==> config.mk <==
export PLATFORM = sky130hd
export DESIGN_NAME = logic_op_sequencer
export DESIGN_NICKNAME = d
export VERILOG_FILES = /design/src/rtl/logic_op_sequencer.sv
export SDC_FILE = /design/constraint.sdc
export NUM_CORES = 1
export LEC_CHECK = 0
export CAP_MARGIN = 25
export CORE_UTILIZATION = 47
export CTS_CLUSTER_DIAMETER = 60
export DETAILED_ROUTE_END_ITERATION = 10
export PLACE_DENSITY_LB_ADDON = 0.25
export SLEW_MARGIN = 20
export SYNTH_ARGS = -nofsm -noshare
export SYNTH_HDL_FRONTEND = slang
export SYNTH_SLANG_ARGS = --single-unit
==> constraint.sdc <==
create_clock -name clk -period 3.85 [get_ports clk]
set_input_delay 0.77 -clock clk [delete_from_list [all_inputs] [get_ports clk]]
set_output_delay 0.77 -clock clk [all_outputs]
set_load 0.05 [all_outputs]
==> src/rtl/logic_op_sequencer.sv <==
// Command/response sequencer for the external 8-bit XOR/NOR/NAND logic unit.
// Registers operands and select bits toward the unit, then captures its result one cycle later.
module logic_op_sequencer #(
    parameter int DATA_W = 8,
    parameter int CNT_W  = 16
) (
    input  logic              clk,
    input  logic              rst_n,
    input  logic              cmd_valid,
    output logic              cmd_ready,
    input  logic [DATA_W-1:0] cmd_a,
    input  logic [DATA_W-1:0] cmd_b,
    input  logic [1:0]        cmd_op,
    output logic [DATA_W-1:0] unit_a,
    output logic [DATA_W-1:0] unit_b,
    output logic              unit_s1,
    output logic              unit_s0,
    input  logic [DATA_W-1:0] unit_out,
    output logic              rsp_valid,
    input  logic              rsp_ready,
    output logic [DATA_W-1:0] rsp_data,
    output logic              rsp_err,
    output logic [CNT_W-1:0]  op_count
);

    typedef enum logic [1:0] {
        IDLE = 2'd0,
        EXEC = 2'd1,
        RESP = 2'd2
    } state_t;

    state_t            state_reg, state_next;
    logic [DATA_W-1:0] a_reg, a_next;
    logic [DATA_W-1:0] b_reg, b_next;
    logic [1:0]        op_reg, op_next;
    logic [DATA_W-1:0] data_reg, data_next;
    logic              err_reg, err_next;
    logic [CNT_W-1:0]  cnt_reg, cnt_next;

    logic              ready_comb;
    logic              cmd_accept;
    logic              op_illegal;
    logic [DATA_W-1:0] result_masked;

    // Select 11 has no defined unit function, so its result is forced to zero.
    assign op_illegal = &op_reg;

    genvar gi;
    generate
        for (gi = 0; gi < DATA_W; gi++) begin : gen_mask
            assign result_masked[gi] = unit_out[gi] & ~op_illegal;
        end
    endgenerate

    always_comb begin
        state_next = state_reg;
        a_next     = a_reg;
        b_next     = b_reg;
        op_next    = op_reg;
        data_next  = data_reg;
        err_next   = err_reg;
        cnt_next   = cnt_reg;
        ready_comb = 1'b0;

        case (state_reg)
            IDLE: begin
                ready_comb = 1'b1;
            end
            EXEC: begin
                state_next = RESP;
                data_next  = result_masked;
                err_next   = op_illegal;
            end
            RESP: begin
                if (rsp_ready) begin
                    ready_comb = 1'b1;
                    state_next = IDLE;
                    if (!err_reg && (cnt_reg != {CNT_W{1'b1}})) begin
                        cnt_next = cnt_reg + CNT_W'(1);
                    end
                end
            end
            default: begin
                state_next = IDLE;
            end
        endcase

        // A new command can be taken from IDLE or in the same cycle a response retires.
        if (cmd_accept) begin
            state_next = EXEC;
            a_next     = cmd_a;
            b_next     = cmd_b;
            op_next    = cmd_op;
        end
    end

    assign cmd_accept = cmd_valid && ready_comb;

    always_ff @(posedge clk or negedge rst_n) begin
        if (!rst_n) begin
            state_reg <= IDLE;
            a_reg     <= '0;
            b_reg     <= '0;
            op_reg    <= '0;
            data_reg  <= '0;
            err_reg   <= 1'b0;
            cnt_reg   <= '0;
        end else begin
            state_reg <= state_next;
            a_reg     <= a_next;
            b_reg     <= b_next;
            op_reg    <= op_next;
            data_reg  <= data_next;
            err_reg   <= err_next;
            cnt_reg   <= cnt_next;
        end
    end

    // Gated by rst_n so no command is offered while the block is held in reset.
    assign cmd_ready = rst_n && ready_comb;
    assign unit_a    = a_reg;
    assign unit_b    = b_reg;
    assign unit_s1   = op_reg[1];
    assign unit_s0   = op_reg[0];
    assign rsp_valid = (state_reg == RESP);
    assign rsp_data  = data_reg;
    assign rsp_err   = err_reg;
    assign op_count  = cnt_reg;

endmodule

==> results.sh <==
export IMPL_ys_flop_type="dfrtp_1"
export IMPL_cts_hold_buffers=0
export IMPL_critPathLaunchType="input port"
export IMPL_num_rows=22
export IMPL_setup_viol=0
export IMPL_clock_fmax_mhz=310
export IMPL_min_to="unit_a[3]"
export IMPL_synth_area_leaders="dfrtp_1 (58%), mux2_1 (5.2%), mux2_2 (5.2%)"
export IMPL_cts_resized=0
export IMPL_grt_pass1_wl_um=6680
export IMPL_root_buffer="clkbuf_8"
export IMPL_numCtsBuffers=5
export IMPL_crit_required_ns=3.08
export IMPL_hp_class="reg -> reg"
export IMPL_fillCellCount=255
export IMPL_largest_reg_flops=16
export IMPL_yosysMostFrequentCell="dfrtp_1"
export IMPL_path_buf_inv=3
export IMPL_grt_usage=0.206
export IMPL_port_buffers=74
export IMPL_drive_above_1_share=0.125
export IMPL_initial_core_util=0.509
export IMPL_synth_enable_flop_cells=0
export IMPL_synthTopCellsByCount="dfrtp_1 (45), mux2_1 (9), mux2_2 (9)"
export IMPL_timing_final_crit_share=0.839
export IMPL_vias_per_cell=5.46
export IMPL_syn_inst=146
export IMPL_nets=255
export IMPL_ant_nets=0
export IMPL_first_global_vias=1449
export IMPL_area_delta_synth_final_pct=44.5
export IMPL_syn_area_per_cell_um2=13.2
export IMPL_vias=1486
export IMPL_final_max_slew_viol_count=0
export IMPL_rsz0062_at_grt="no"
export IMPL_antenna_found_initial=0
export IMPL_slowest_delay_ns=0.80
export IMPL_finalHoldViolCount=0
export IMPL_peakVddDrop_v=0.000523
export IMPL_ys_ff_latch=45
export IMPL_cts_htree_levels=2
export IMPL_syn_nets=177
export IMPL_dieHeight_um=66.1
export IMPL_clkLatencyLatePin_ns=0.29
export IMPL_antennaDiodeCount=0
export IMPL_clock_sinks=45
export IMPL_core_area_mm2=0.00380
export IMPL_overflow=0
export IMPL_layout_setup_ws_ns=0.620
export IMPL_path_common_cell="clkdlybuf4s50_1"
export IMPL_crit_chain="clkdlybuf4s50_1 -> inv_1 -> a21oi_1 -> and2_1 -> clkdlybuf4s50_1"
export IMPL_grt_max_degree=46
export IMPL_period_needed_ns=3.23
export IMPL_cts_buffer_depth=2
export IMPL_wl_per_cell_um=15.0
export IMPL_regToRegSetupSlack_ns=2.06
export IMPL_synth_cell_area_mm2=0.00193
export IMPL_fin_setup_tns_ns=0
export IMPL_drcViolationCount=0
export IMPL_synth_top_area_cell="dfrtp_1"
export IMPL_end_kind="output port"
export IMPL_fp_dieArea_mm2=0.00437
export IMPL_cts_reportedPaths_clkPinSlew_ns=0.07
export IMPL_place_congestion=0.824
export IMPL_min_path_cells=1
export IMPL_holdWs_ns=0.487
export IMPL_path_class="in -> out"
export IMPL_clock_skew_final_ns=0.00674
export IMPL_min_from="unit_a[3]"
export IMPL_r2r_start="state_reg[1]"
export IMPL_slew_headroom=0.463
export IMPL_critical_path_top_delay_family="buffers and inverters"
export IMPL_ys_warn_count=0
export IMPL_cap_violations=0
export IMPL_async_flop_share=1.00
export IMPL_synth_top_area_frac=0.583
export IMPL_path_max_fanout=3
export IMPL_worstMarginPinSlew_ns=0.806
export IMPL_yosysUniqueCellTypes=37
export IMPL_cp_slowest_cell="clkdlybuf4s50_1"
export IMPL_io_pin_count=75
export IMPL_die_w_um=66.1
export IMPL_status="finished clean"
export IMPL_post_cts_setup_buffers=0
export IMPL_cts_tree="yes"
export IMPL_drtIter0Drc=73
export IMPL_worstReg2RegEnd="unit_b[2]"
export IMPL_drt_pass1_iterations=4
export IMPL_dpl_hpwl_um=3040
export IMPL_worst_r2r_path_depth=3
export IMPL_p_per_area_mw_per_mm2=640
export IMPL_drt_wl_total_um=4090
export IMPL_preCtsSetupSlack_ns=0.626
export IMPL_leakage_uw=0.00120
export IMPL_utilization=0.735
export IMPL_yosysSeqAreaShare=0.583
export IMPL_arrival_ns=2.46
[power breakdown]
| group | total (uW) | switching [uW] | leakage (uW) | internal (uW) |
|---|---|---|---|---|
| sequential | 673 | 89.1 | 0.000567 | 584 |
| clock | 282 | 140 | 0.0000443 | 142 |
| combinational | 832 | 528 | 0.000585 | 304 |
[layout make-up]
class	count	area [um^2]	area share
Sequential cell	45	1130	0.403
Multi-Input combinational cell	95	769	0.276
Timing Repair Buffer	75	743	0.266
Clock buffer	7	86.3	0.0309
Tap cell	48	60.1	0.0215
Inverter	2	7.51	0.00269
[metal layers]
metal / vias to the layer above / GRT usage / routed length [um]
met5: - / 0 / 0
met4: 0 / 0.0638 / 45
met3: 5 / 0.0793 / 296
met2: 48 / 0.342 / 2010
met1: 742 / 0.247 / 1740
li1: 691 / - / -
[placed cells by master, fill, tap and decap left out, types with 5 or more instances in the layout]
cell,synthesis,layout
a21oi_1,6,6
a22o_1,8,8
and3_1,7,7
clkbuf_8,0,6
clkdlybuf4s50_1,0,73
dfrtp_1,45,45
mux2_1,9,9
mux2_2,9,9
nand4_1,5,5
nor2_1,5,5
xor2_1,5,5
[worst register-to-register path: cells and delay by family, from the launching register on]
family,cells,cell delay (ns)
AOI/OAI and AO/OA,1,0.16
and+or+nand+nor,1,0.67
muxes,1,0.42
DFF,1,0.42
[metrics by stage]
stage | std cells | power, uW | area, um^2
after floorplan | 146 | 1210 | 1930
after global placement | 265 | 1490 | 2710
after detailed placement | 265 | 1510 | 2710
after CTS | 272 | 1800 | 2790
after global routing | 272 | 1860 | 2790
final | 272 | 1790 | 2790
[worst max path at each step]
stage | cells past startpoint | startpoint | slack [ns] | endpoint
global route | 5 | rsp_ready | 0.54 | cmd_ready
CTS | 5 | rsp_ready | 0.61 | cmd_ready
finish | 5 | rsp_ready | 0.62 | cmd_ready
floorplan | 3 | rsp_ready | 1.71 | cmd_ready
global placement | 5 | rsp_ready | 0.63 | cmd_ready
detailed placement | 5 | rsp_ready | 0.63 | cmd_ready
[cells by family (layout without fill, tap and decap cells)]
family / Yosys count / after routing / share of synthesized area
xor+xnor: 8 / 8 / 0.0362
fa+ha+maj: 1 / 1 / 0.00647
mux: 19 / 19 / 0.113
simple gates: 43 / 43 / 0.155
buf+inv: 6 / 84 / 0.0194
flops: 45 / 45 / 0.583
compound gates: 24 / 24 / 0.0874
No activity file was read; power rests on OpenSTA's default activity.
